<file path="src/rtl/program_counter_fetch_if.sv">
// Fetch-stage bundle: PC to/from the PC+4 adder, redirect from execute and the instruction-memory request.
// master = fetch stage; slave = surrounding core and memory.
interface program_counter_fetch_if #(
  parameter int DWIDTH = 32
);
  logic [DWIDTH-1:0] program_count_curr;
  logic [DWIDTH-1:0] program_count_next;
  logic              branch_taken;
  logic [DWIDTH-1:0] branch_target;
  logic              stall;
  logic              fetch_req_valid;
  logic              fetch_req_ready;
  logic [DWIDTH-1:0] fetch_addr;
  logic              misaligned_err;

  modport master (
    output program_count_curr,
    input  program_count_next,
    input  branch_taken,
    input  branch_target,
    input  stall,
    output fetch_req_valid,
    input  fetch_req_ready,
    output fetch_addr,
    output misaligned_err
  );

  modport slave (
    input  program_count_curr,
    output program_count_next,
    output branch_taken,
    output branch_target,
    output stall,
    input  fetch_req_valid,
    output fetch_req_ready,
    input  fetch_addr,
    input  misaligned_err
  );
endinterface

</file>
<file path="src/rtl/program_counter_fetch.sv">
// PC register and fetch-request issue; request visible in the PC's own cycle (0-cycle accept when ready is high).
// Backpressure: an unaccepted request is held with a stable address; stall only blocks new issues.
module program_counter_fetch #(
  parameter int                 DWIDTH       = 32,
  parameter logic [DWIDTH-1:0]  RESET_VECTOR = '0
) (
  input  logic                   clk,
  input  logic                   rst_n,
  program_counter_fetch_if.master pcf
);

  typedef enum logic [1:0] {
    RST_WAIT = 2'd0,
    FETCH    = 2'd1,
    HALT     = 2'd2
  } state_t;

  state_t            state_q, state_d;
  logic [DWIDTH-1:0] pc_q, pc_d;
  logic [DWIDTH-1:0] pend_q, pend_d;
  logic              pend_vld_q, pend_vld_d;
  logic              out_q, out_d;
  logic              err_q, err_d;
  logic              req_vld;
  logic              accept;
  logic              misaligned;

  always_ff @(posedge clk or negedge rst_n) begin
    if (!rst_n) begin
      state_q    <= RST_WAIT;
      pc_q       <= RESET_VECTOR;
      pend_q     <= '0;
      pend_vld_q <= 1'b0;
      out_q      <= 1'b0;
      err_q      <= 1'b0;
    end else begin
      state_q    <= state_d;
      pc_q       <= pc_d;
      pend_q     <= pend_d;
      pend_vld_q <= pend_vld_d;
      out_q      <= out_d;
      err_q      <= err_d;
    end
  end

  always_comb begin
    req_vld    = (state_q == FETCH) && (out_q || !pcf.stall);
    accept     = req_vld && pcf.fetch_req_ready;
    misaligned = (pcf.branch_target[1:0] != 2'b00);
    state_d    = state_q;
    pc_d       = pc_q;
    pend_d     = pend_q;
    pend_vld_d = pend_vld_q;
    out_d      = 1'b0;
    err_d      = err_q;

    case (state_q)
      RST_WAIT: state_d = FETCH;
      FETCH: begin
        out_d = req_vld && !pcf.fetch_req_ready;
        if (pcf.branch_taken && misaligned) begin
          err_d      = 1'b1;
          state_d    = HALT;
          pend_vld_d = 1'b0;
          out_d      = 1'b0;
        end else if (pcf.branch_taken && out_q && !accept) begin
          // Address must stay put while the request is in flight; park the target.
          pend_d     = pcf.branch_target;
          pend_vld_d = 1'b1;
        end else if (pcf.branch_taken) begin
          pc_d       = pcf.branch_target;
          pend_vld_d = 1'b0;
        end else if (accept && pend_vld_q) begin
          pc_d       = pend_q;
          pend_vld_d = 1'b0;
        end else if (accept) begin
          pc_d = pcf.program_count_next;
        end
      end
      default: ;
    endcase
  end

  assign pcf.program_count_curr = pc_q;
  assign pcf.fetch_addr         = pc_q;
  assign pcf.fetch_req_valid    = req_vld;
  assign pcf.misaligned_err     = err_q;

endmodule

</file>
<file path="src/flat_wrapper.sv">
// flat-port wrapper written by rule: the top's interface ports become plain ports
module program_counter_fetch_flat 
#(
  parameter int                 DWIDTH       = 32,
  parameter logic [DWIDTH-1:0]  RESET_VECTOR = '0
)
  (clk, rst_n, pcf_program_count_curr, pcf_program_count_next, pcf_branch_taken, pcf_branch_target, pcf_stall, pcf_fetch_req_valid, pcf_fetch_req_ready, pcf_fetch_addr, pcf_misaligned_err);
  program_counter_fetch_if #(.DWIDTH(DWIDTH)) pcf_i ();
  input  logic clk;
  input  logic rst_n;
  output wire logic [$bits(pcf_i.program_count_curr)-1:0] pcf_program_count_curr;
  input wire logic [$bits(pcf_i.program_count_next)-1:0] pcf_program_count_next;
  input wire logic [$bits(pcf_i.branch_taken)-1:0] pcf_branch_taken;
  input wire logic [$bits(pcf_i.branch_target)-1:0] pcf_branch_target;
  input wire logic [$bits(pcf_i.stall)-1:0] pcf_stall;
  output wire logic [$bits(pcf_i.fetch_req_valid)-1:0] pcf_fetch_req_valid;
  input wire logic [$bits(pcf_i.fetch_req_ready)-1:0] pcf_fetch_req_ready;
  output wire logic [$bits(pcf_i.fetch_addr)-1:0] pcf_fetch_addr;
  output wire logic [$bits(pcf_i.misaligned_err)-1:0] pcf_misaligned_err;
  assign pcf_program_count_curr = pcf_i.program_count_curr;
  assign pcf_i.program_count_next = pcf_program_count_next;
  assign pcf_i.branch_taken = pcf_branch_taken;
  assign pcf_i.branch_target = pcf_branch_target;
  assign pcf_i.stall = pcf_stall;
  assign pcf_fetch_req_valid = pcf_i.fetch_req_valid;
  assign pcf_i.fetch_req_ready = pcf_fetch_req_ready;
  assign pcf_fetch_addr = pcf_i.fetch_addr;
  assign pcf_misaligned_err = pcf_i.misaligned_err;
  program_counter_fetch #(.DWIDTH(DWIDTH), .RESET_VECTOR(RESET_VECTOR)) u_core (.clk(clk), .rst_n(rst_n), .pcf(pcf_i));
endmodule
</file>
<file path="config.mk">
export PLATFORM = sky130hd
export DESIGN_NAME = program_counter_fetch_flat
export DESIGN_NICKNAME = d
export VERILOG_FILES = /design/src/rtl/program_counter_fetch_if.sv /design/src/rtl/program_counter_fetch.sv /design/src/flat_wrapper.sv
export SDC_FILE = /design/constraint.sdc
export NUM_CORES = 1
export LEC_CHECK = 0
export CAP_MARGIN = 20
export CORE_UTILIZATION = 45
export CTS_CLUSTER_DIAMETER = 100
export CTS_CLUSTER_SIZE = 20
export DETAILED_ROUTE_END_ITERATION = 6
export PLACE_DENSITY = 0.92
export SLEW_MARGIN = 20
export SYNTH_ARGS = -nofsm -noshare
export SYNTH_HDL_FRONTEND = slang
export SYNTH_SLANG_ARGS = --single-unit
</file>
<file path="constraint.sdc">
create_clock -name clk -period 1.91 [get_ports clk]
set_input_delay 0.191 -clock clk [delete_from_list [all_inputs] [get_ports clk]]
set_output_delay 0.191 -clock clk [all_outputs]
set_load 0.005 [all_outputs]
</file>
After elaboration in Yosys (flattened, before gate mapping):

Index checks and enable logic that the tools add are counted.

* equal/unequal tests: 2
* mux-type cells: 11
* bitwise gates (word level): 2
* reduce and logical (&&, ||, !) cells: 21

Operators by type and width (number)
* 2-to-1 mux 32 bit: 3
* logical AND 1 bit: 7
* 2-to-1 mux 1 bit: 6
* AND reduction 2 bit: 3
* case mux 2 bit (2 select lines): 1
* AND reduction 4 bit: 1
* nonzero test 2 bit: 2
* nonzero test 4 bit: 1
* zero test 1 bit: 3
* AND reduction 3 bit: 1
* nonzero test 3 bit: 1
* == test 2 x 1 -> 1 bit (second input constant): 1
* zero test 2 bit: 1
* 2-to-1 mux 2 bit: 1
* != test 2 bit (second input constant): 1
* NOT 1 bit: 2
* logical OR 1 bit: 1

* flip-flop bits (word level): 69
* bits of input ports: 69

Logic depth before layout (Yosys ltp):

Gate-level depths: netlist of the first run.

* word-level depth: 9
* gate-level depth with buffers: 7

Worst setup path after synthesis of the first run:

OpenSTA, ideal clock, no wires.

* path kind: flip-flop to flip-flop
* start point: register u_core.state_q[1]
* end point: register u_core.pend_q[10]
* setup time: 0.125 ns
* data arrival time: 1.509 ns
* slack: 0.277 ns
* cell stages (with the launch flop): 6
* buffers on the path: 1
* clock period less this slack: 1.633 ns
* cell sequence: dfrtp_1 and2b_1 nand2_2 nor3_4 buf_6 mux2_2

* word-level cells in the longest chain between the ends: 6

RTL lines
* start, declared: line program_counter_fetch.sv:18 `state_t state_q, state_d;`
* start signal, assigned: line program_counter_fetch.sv:37 `state_q <= state_d;`
* == test 2 x 1 -> 1 bit *: line program_counter_fetch.sv:47, program_counter_fetch.sv:57
* logical AND 1 bit: line program_counter_fetch.sv:47 `req_vld = (state_q == FETCH) && (out_q || !pcf.stall);`
* logical AND 1 bit: line program_counter_fetch.sv:48 `accept = req_vld && pcf.fetch_req_ready;`
* zero test 1 bit: line program_counter_fetch.sv:66 `end else if (pcf.branch_taken && out_q && !accept) begin`
* logical AND 1 bit: line program_counter_fetch.sv:66
* AND reduction 3 bit (no source line) *
* end signal, assigned: line program_counter_fetch.sv:39 `pend_q <= pend_d;`
* end, declared: line program_counter_fetch.sv:20 `logic [DWIDTH-1:0] pend_q, pend_d;`

Every way passes the cells marked *; elsewhere a longest branch is shown, timed or not.
A chain may end at the register's enable or synchronous reset.

Worst setup path after layout of the first run:

* start point: register u_core.state_q[1]
* end point: output pcf_fetch_req_valid

* word-level cells in the longest chain between the ends: 2

RTL lines
* == test 2 x 1 -> 1 bit: line program_counter_fetch.sv:47
* logical AND 1 bit: line program_counter_fetch.sv:47
* end, declared: line flat_wrapper.sv:16 `output wire logic [$bits(pcf_i.fetch_req_valid)-1:0] pcf_fetch_req_valid;`

No other way between the ends.

==> impl_metrics.tcl, run 1 <==
set metrics [dict create \
    grt_pass1_vias 3024 \
    fmax_mhz 551.9 \
    fin_crit_sh 0.9486 \
    p_per_area_nw_per_um2 920.1 \
    cp.required_ns 1.72 \
    relSlewSlack 0.7614 \
    ys_types 29 \
    via_count 2921 \
    drc_errors 0 \
    maxCapViolCount 0 \
    via_per_inst 5.389 \
    status "completed" \
    critical_path.top_delay_family "buffers and inverters" \
    leakage_nw 2.082 \
    start_kind "flip-flop" \
    setup_tns_ns 0 \
    dpl.hpwl_mm 6.280 \
    finalMaxSlewViolations 0 \
    netlist_instances 336 \
    ir_drop_v 0.0004700 \
    ant_nets 0 \
    grt_usage 0.2203 \
    cts.path.max_buffers 2 \
    die_area_um2 8506 \
    crit_path_end_kind "output pin" \
    fin_crit_ns 1.812 \
    drive_gt1_frac 0.1545 \
    clkTransAtPathRegs_ns 0.08 \
    rr_endpoint "u_core.pend_q[12]" \
    crit_type "reg -> out" \
    r2r_slack_ns 0.25 \
    nNetsFinal 504 \
    post-place-ws_ns 0.02284 \
    wl_per_cell_um 16.39 \
    synth_nets 405 \
    rows 32 \
    core_um2 7807 \
    synth_area_um2 3664 \
    grt_pass1_wl_mm 14.55 \
    rsz0062_at_grt "false" \
    path_cells "and2b_1, and2_1, clkdlybuf4s50_1" \
    first_pass_iters 6 \
    synth_warnings 0 \
    holdCritPathClass "in -> async" \
    cp.arrival_ns 1.62 \
    worst_pin_slew_ns 0.3579 \
    yosysSeqAreaShare 0.4713 \
    slowest_stage "clkdlybuf4s50_1" \
    ff2ff_path_depth 5 \
    crit_fanout 4 \
    dieHeight_um 92.23 \
    postCtsResizedCells 0 \
    clk_latency_ns 0.33 \
    hold_violations 0 \
    synthToLayoutAreaGrowth_pct 39.82 \
    drt_iter0_markers 129 \
    wl_mm 8.884 \
    tritoncts "yes" \
    antenna_found_initial 0 \
    fin_skew_ns 0.009701 \
    final.setup.worst_slack_ns 0.09818 \
    path_buf_inv 1 \
    post-cts-setup-buffers 0 \
    cts_buffers 9 \
    slowest_delay_ns 0.52 \
    ios 135 \
    syn-mean-instance-area_um2 10.90 \
    setup_viol 0 \
    port_buffers 134 \
    overflow 0 \
    htreeDepth 3 \
    globalplace.congestion 0.8087 \
    grt_max_degree 62 \
    antenna_cells 0 \
    cts.sinks 69 \
    ys_ff_latch 69 \
    r2r_start "u_core.state_q[1]" \
    root_buffer "clkbuf_8" \
    die_x_um 92.23 \
    start_util 0.4692 \
]
-- state kept, by name (all words and copies together) (netlist names) --
name	count
u_core.out_q	1
u_core.pend_vld_q	1
u_core.pcf.fetch_addr	32
u_core.pcf.misaligned_err	1
u_core.pend_q	32
u_core.state_q	2
-- layer usage --
layer | share of wire | vias up | global-route usage
li1 | - | 1360 | -
met1 | 0.41 | 1452 | 0.2678
met2 | 0.52 | 93 | 0.3825
met3 | 0.041 | 16 | 0.04063
met4 | 0.023 | 0 | 0.09245
met5 | 0 | - | 0
-- worst max-delay path by stage --
stage | start | depth (start not counted) | endpoint
floorplan | u_core.state_q[1] | 5 | u_core.pend_q[10]
global placement | pcf_branch_target[1] | 6 | u_core.pend_q[13]
detailed placement | pcf_branch_taken | 6 | u_core.pcf.fetch_addr[27]
CTS | u_core.state_q[1] | 3 | pcf_fetch_req_valid
global route | u_core.out_q | 3 | pcf_fetch_req_valid
finish | u_core.state_q[1] | 3 | pcf_fetch_req_valid
-- placed cells by master, fill, tap and decap left out, types with 3 or more instances in the layout --
cell type / instances
buf_12: 5
buf_4: 8
clkbuf_8: 11
clkdlybuf4s50_1: 133
dfrtp_1: 69
mux2_2: 29
mux2i_1: 32
nand2_1: 31
nand2b_1: 3
o211ai_1: 26
o211ai_2: 4
o21ai_0: 31
or3_1: 31
-- worst register-to-register path, cell delays in order, from the launching register on --
cell     delay, ns
dfrtp_1       0.40
and2b_1       0.25
nand2_2       0.09
nor3_4        0.23
buf_12        0.22
mux2_2        0.37
-- synth_stat cells --
| cell | n | area (um^2) |
|---|---|---|
| a21oi_1 | 2 | 10.01 |
| inv_1 | 1 | 3.750 |
| mux2_2 | 29 | 326.6 |
| nand2_1 | 31 | 116.4 |
| nor3_4 | 1 | 16.27 |
| buf_6 | 6 | 67.56 |
| o21bai_1 | 1 | 7.510 |
| buf_2 | 2 | 10.01 |
| o211ai_1 | 26 | 195.2 |
| or3_1 | 31 | 193.9 |
| dfrtp_1 | 69 | 1727 |
| and4_1 | 1 | 8.760 |
| a21oi_2 | 1 | 8.760 |
| nor2_1 | 1 | 3.750 |
| o21ai_2 | 1 | 8.760 |
| nor3b_1 | 1 | 7.510 |
| clkbuf_1 | 15 | 56.30 |
| and2_1 | 1 | 6.260 |
| nor2b_1 | 2 | 12.51 |
| or2_2 | 2 | 12.51 |
| mux2i_1 | 32 | 320.3 |
| nand2b_1 | 3 | 18.77 |
| and2b_1 | 2 | 15.01 |
| mux2_1 | 1 | 11.26 |
| nand2_2 | 1 | 6.260 |
| o21ai_0 | 31 | 155.2 |
| o2bb2ai_1 | 2 | 17.52 |
| buf_4 | 36 | 270.3 |
| o211ai_2 | 4 | 50.05 |
-- per-stage QoR --
stage	hold slack, ns	utilization	instances	power (mW)	cell area, um^2
global placement	0.1214	0.6260	525	3.356	4887
CTS	0.3079	0.6561	542	4.766	5122
floorplan	-0.1046	-	336	2.533	3664
detailed placement	0.1318	0.6260	525	3.416	4887
global route	0.3313	0.6561	542	4.958	5122
finish	0.3030	0.6561	542	4.713	5122
-- power by group --
part / internal, mW / switching [mW] / total [mW]
logic: 1.03 / 0.458 / 1.49
registers: 1.70 / 0.190 / 1.89
clock network: 0.804 / 0.532 / 1.34
total: 3.53 / 1.18 / 4.71
-- final cells by class --
class	instances	area (um^2)
Fill cell	602	2685
Timing Repair Buffer	147	1501
Inverter	1	3.754
Multi-Input combinational cell	207	1538
Clock inverter	4	70.07
Sequential cell	69	1727
Clock buffer	12	155.1
Tap cell	102	127.6
-- kinds of logic after synthesis --
kind of cell | after synthesis | share of synthesized area
simple gates | 77 | 0.1141
flops | 69 | 0.4713
compound gates | 68 | 0.1236
mux | 62 | 0.1796
buf+inv | 60 | 0.1113
-- timing repair --
| item | 4_1_cts | 5_1_grt |
|---|---|---|
| hold buffers | 1 | 0 |
| endpoints found under the hold margin | 25 | 0 |
| endpoints found under the setup margin | 0 | 0 |
Power figures use the tool's default switching activity.
==> inputs of run 2 (changes only) <==
--- a/config.mk
+++ b/config.mk
@@ -10,7 +10,8 @@
 export CTS_CLUSTER_DIAMETER = 100
 export CTS_CLUSTER_SIZE = 20
 export DETAILED_ROUTE_END_ITERATION = 6
-export PLACE_DENSITY = 0.92
+export PLACE_DENSITY = 0.9
+export SKIP_CTS_REPAIR_TIMING = 1
 export SLEW_MARGIN = 20
 export SYNTH_ARGS = -nofsm -noshare
 export SYNTH_HDL_FRONTEND = slang
==> run 2 against run 1 <==
Non-clock buffer count down 1. Global-route usage decreased by 0.68 points. Worst setup slack is essentially flat. Sequential power hardly changed. First-iteration DRC count is 30% higher. Sequential share of layout area decreased by 0.17 points. Utilization is 0.34 points higher. Power increased by 3.5%. Clock skew barely moved. Critical path depth unchanged. Highest routed layer unchanged.
==> impl_metrics.tcl, run 2 (synthesized netlist as in run 1, its figures left out) <==
set metrics [dict create \
    final_common_cell "clkdlybuf4s50_1" \
    ios 135 \
    maxCapViolCount 0 \
    holdCritPathClass "in -> async" \
    die_area_um2 8506 \
    first_pass_iters 4 \
    pwr-share-comb 0.305 \
    fin_skew_ns 0.01001 \
    overflow 0 \
    synthToLayoutAreaGrowth_pct 40.54 \
    p_switching_mw 1.205 \
    globalplace.congestion 0.7728 \
    crit_fanout 5 \
    mostFrequentLayoutCells "clkdlybuf4s50_1 (133), dfrtp_1 (69), mux2i_1 (32)" \
    seqPwrFrac 0.387 \
    finalMaxSlewViolations 0 \
    grt_usage 0.2135 \
    drive_gt1_frac 0.1572 \
    cts_buffers 9 \
    cts.path.max_buffers 2 \
    clkTransAtPathRegs_ns 0.07 \
    fin_crit_ns 1.812 \
    rsz0062_at_grt "false" \
    crit_path_end_kind "output pin" \
    htreeDepth 3 \
    via_per_inst 5.409 \
    dieHeight_um 92.23 \
    crit_type "reg -> out" \
    cp.arrival_ns 1.62 \
    crit_path_start "u_core.out_q" \
    via_count 2926 \
    grt_pass1_vias 2902 \
    power.total_mw 4.876 \
    grt_busiest_layer "met2" \
    rows 32 \
    utilization 0.6595 \
    drc_errors 0 \
    ff2ff_path_depth 5 \
    swShare 0.2472 \
    status "completed" \
    ir_drop_v 0.0005626 \
    setup_viol 0 \
    wl_per_cell_um 16.33 \
    nNetsFinal 503 \
    port_buffers 134 \
    dpl.hpwl_mm 5.932 \
    wl_mm 8.833 \
    die_x_um 92.23 \
    core_um2 7807 \
    use_met1 0.2794 \
    start_util 0.4692 \
    use_met2 0.3588 \
    crit_cells 3 \
    worst_pin_slew_ns 0.5254 \
    path_cells "nand2b_1, and2_1, clkdlybuf4s50_1" \
    cts.sinks 69 \
    antenna_found_initial 0 \
    ant_nets 0 \
    grt_max_degree 63 \
    clk_latency_ns 0.33 \
    cp.required_ns 1.72 \
    start_kind "flip-flop" \
    grt_pass1_wl_mm 14.19 \
    r2r_start "u_core.state_q[1]" \
    drt_iter0_markers 168 \
    relSlewSlack 0.6497 \
    pwr-share-clk 0.308 \
    fin_crit_sh 0.9486 \
    p_per_area_nw_per_um2 947.0 \
    final.fill_count 600 \
    tritoncts "yes" \
    antenna_cells 0 \
    setup_tns_ns 0 \
    intPower_mw 3.671 \
    slowest_delay_ns 0.46 \
    slowest_stage "clkdlybuf4s50_1" \
    gr-usage-met3 0.03648 \
    post-place-cells 524 \
    fmax_mhz 551.9 \
    critical_path.top_delay_family "buffers and inverters" \
    leakage_nw 2.091 \
    path_buf_inv 1 \
    root_buffer "clkbuf_8" \
    finalNonFillerCells 541 \
    hold_violations 0 \
    whs_ns 0.3248 \
]
[run 2: changes by cell type in the layout (fill, tap and decap cells not counted), sizes merged]
| cell | previous run | this run |
|---|---|---|
| clkinvlp | 0 | 1 |
| bufinv | 2 | 3 |
| clkbuf | 12 | 11 |
| clkinv | 2 | 1 |
| buf | 13 | 12 |
[run 2: metal layers]
| layer | routed length, um | part of all wire | vias to the layer above |
|---|---|---|---|
| met4 | 74 | 0.0084 | 0 |
| met1 | 3845 | 0.44 | 1452 |
| met3 | 434 | 0.049 | 8 |
| li1 | - | - | 1356 |
| met2 | 4478 | 0.51 | 110 |
| met5 | 0 | 0 | - |
[run 2: cell type report]
| class | instances | area, um^2 | share of cell area |
|---|---|---|---|
| clock buffer | 11 | 151.4 | 0.02940 |
| clock inverter | 5 | 106.4 | 0.02066 |
| inverter | 1 | 3.754 | 0.0007290 |
| multi-input combinational | 207 | 1539 | 0.2989 |
| sequential | 69 | 1727 | 0.3354 |
| tap | 102 | 127.6 | 0.02479 |
| timing repair buffer | 146 | 1494 | 0.2902 |
[run 2: through the flow]
stage | worst slack (ns) | area (um^2)
global placement | 0.08842 | 4880
floorplan | 0.2766 | 3664
detailed placement | -0.004538 | 4880
global route | 0.02674 | 5149
finish | 0.09811 | 5149
CTS | 0.06615 | 5137
[run 2: power by group through the flow]
stage | logic [mW] | clock network [mW] | registers, mW
final | 1.49 | 1.50 | 1.89
after global routing | 1.60 | 1.60 | 1.92
after CTS | 1.50 | 1.53 | 1.89
after detailed placement | 1.50 | 0 | 1.91
after global placement | 1.46 | 0 | 1.90
after floorplan | 0.630 | 0 | 1.90
[run 2: path summary, 6_finish.rpt]
| path | to | slack (ns) |
|---|---|---|
| min in group clk | u_core.pcf.misaligned_err | 0.48 |
| max in group asynchronous | u_core.pend_q[13] | 1.03 |
| worst min register to register | u_core.pcf.misaligned_err | 0.48 |
| worst max-delay path | pcf_fetch_req_valid | 0.1 |
| worst min-delay path | u_core.pend_q[0] | 0.32 |
| worst max register to register | u_core.pcf.fetch_addr[24] | 0.24 |
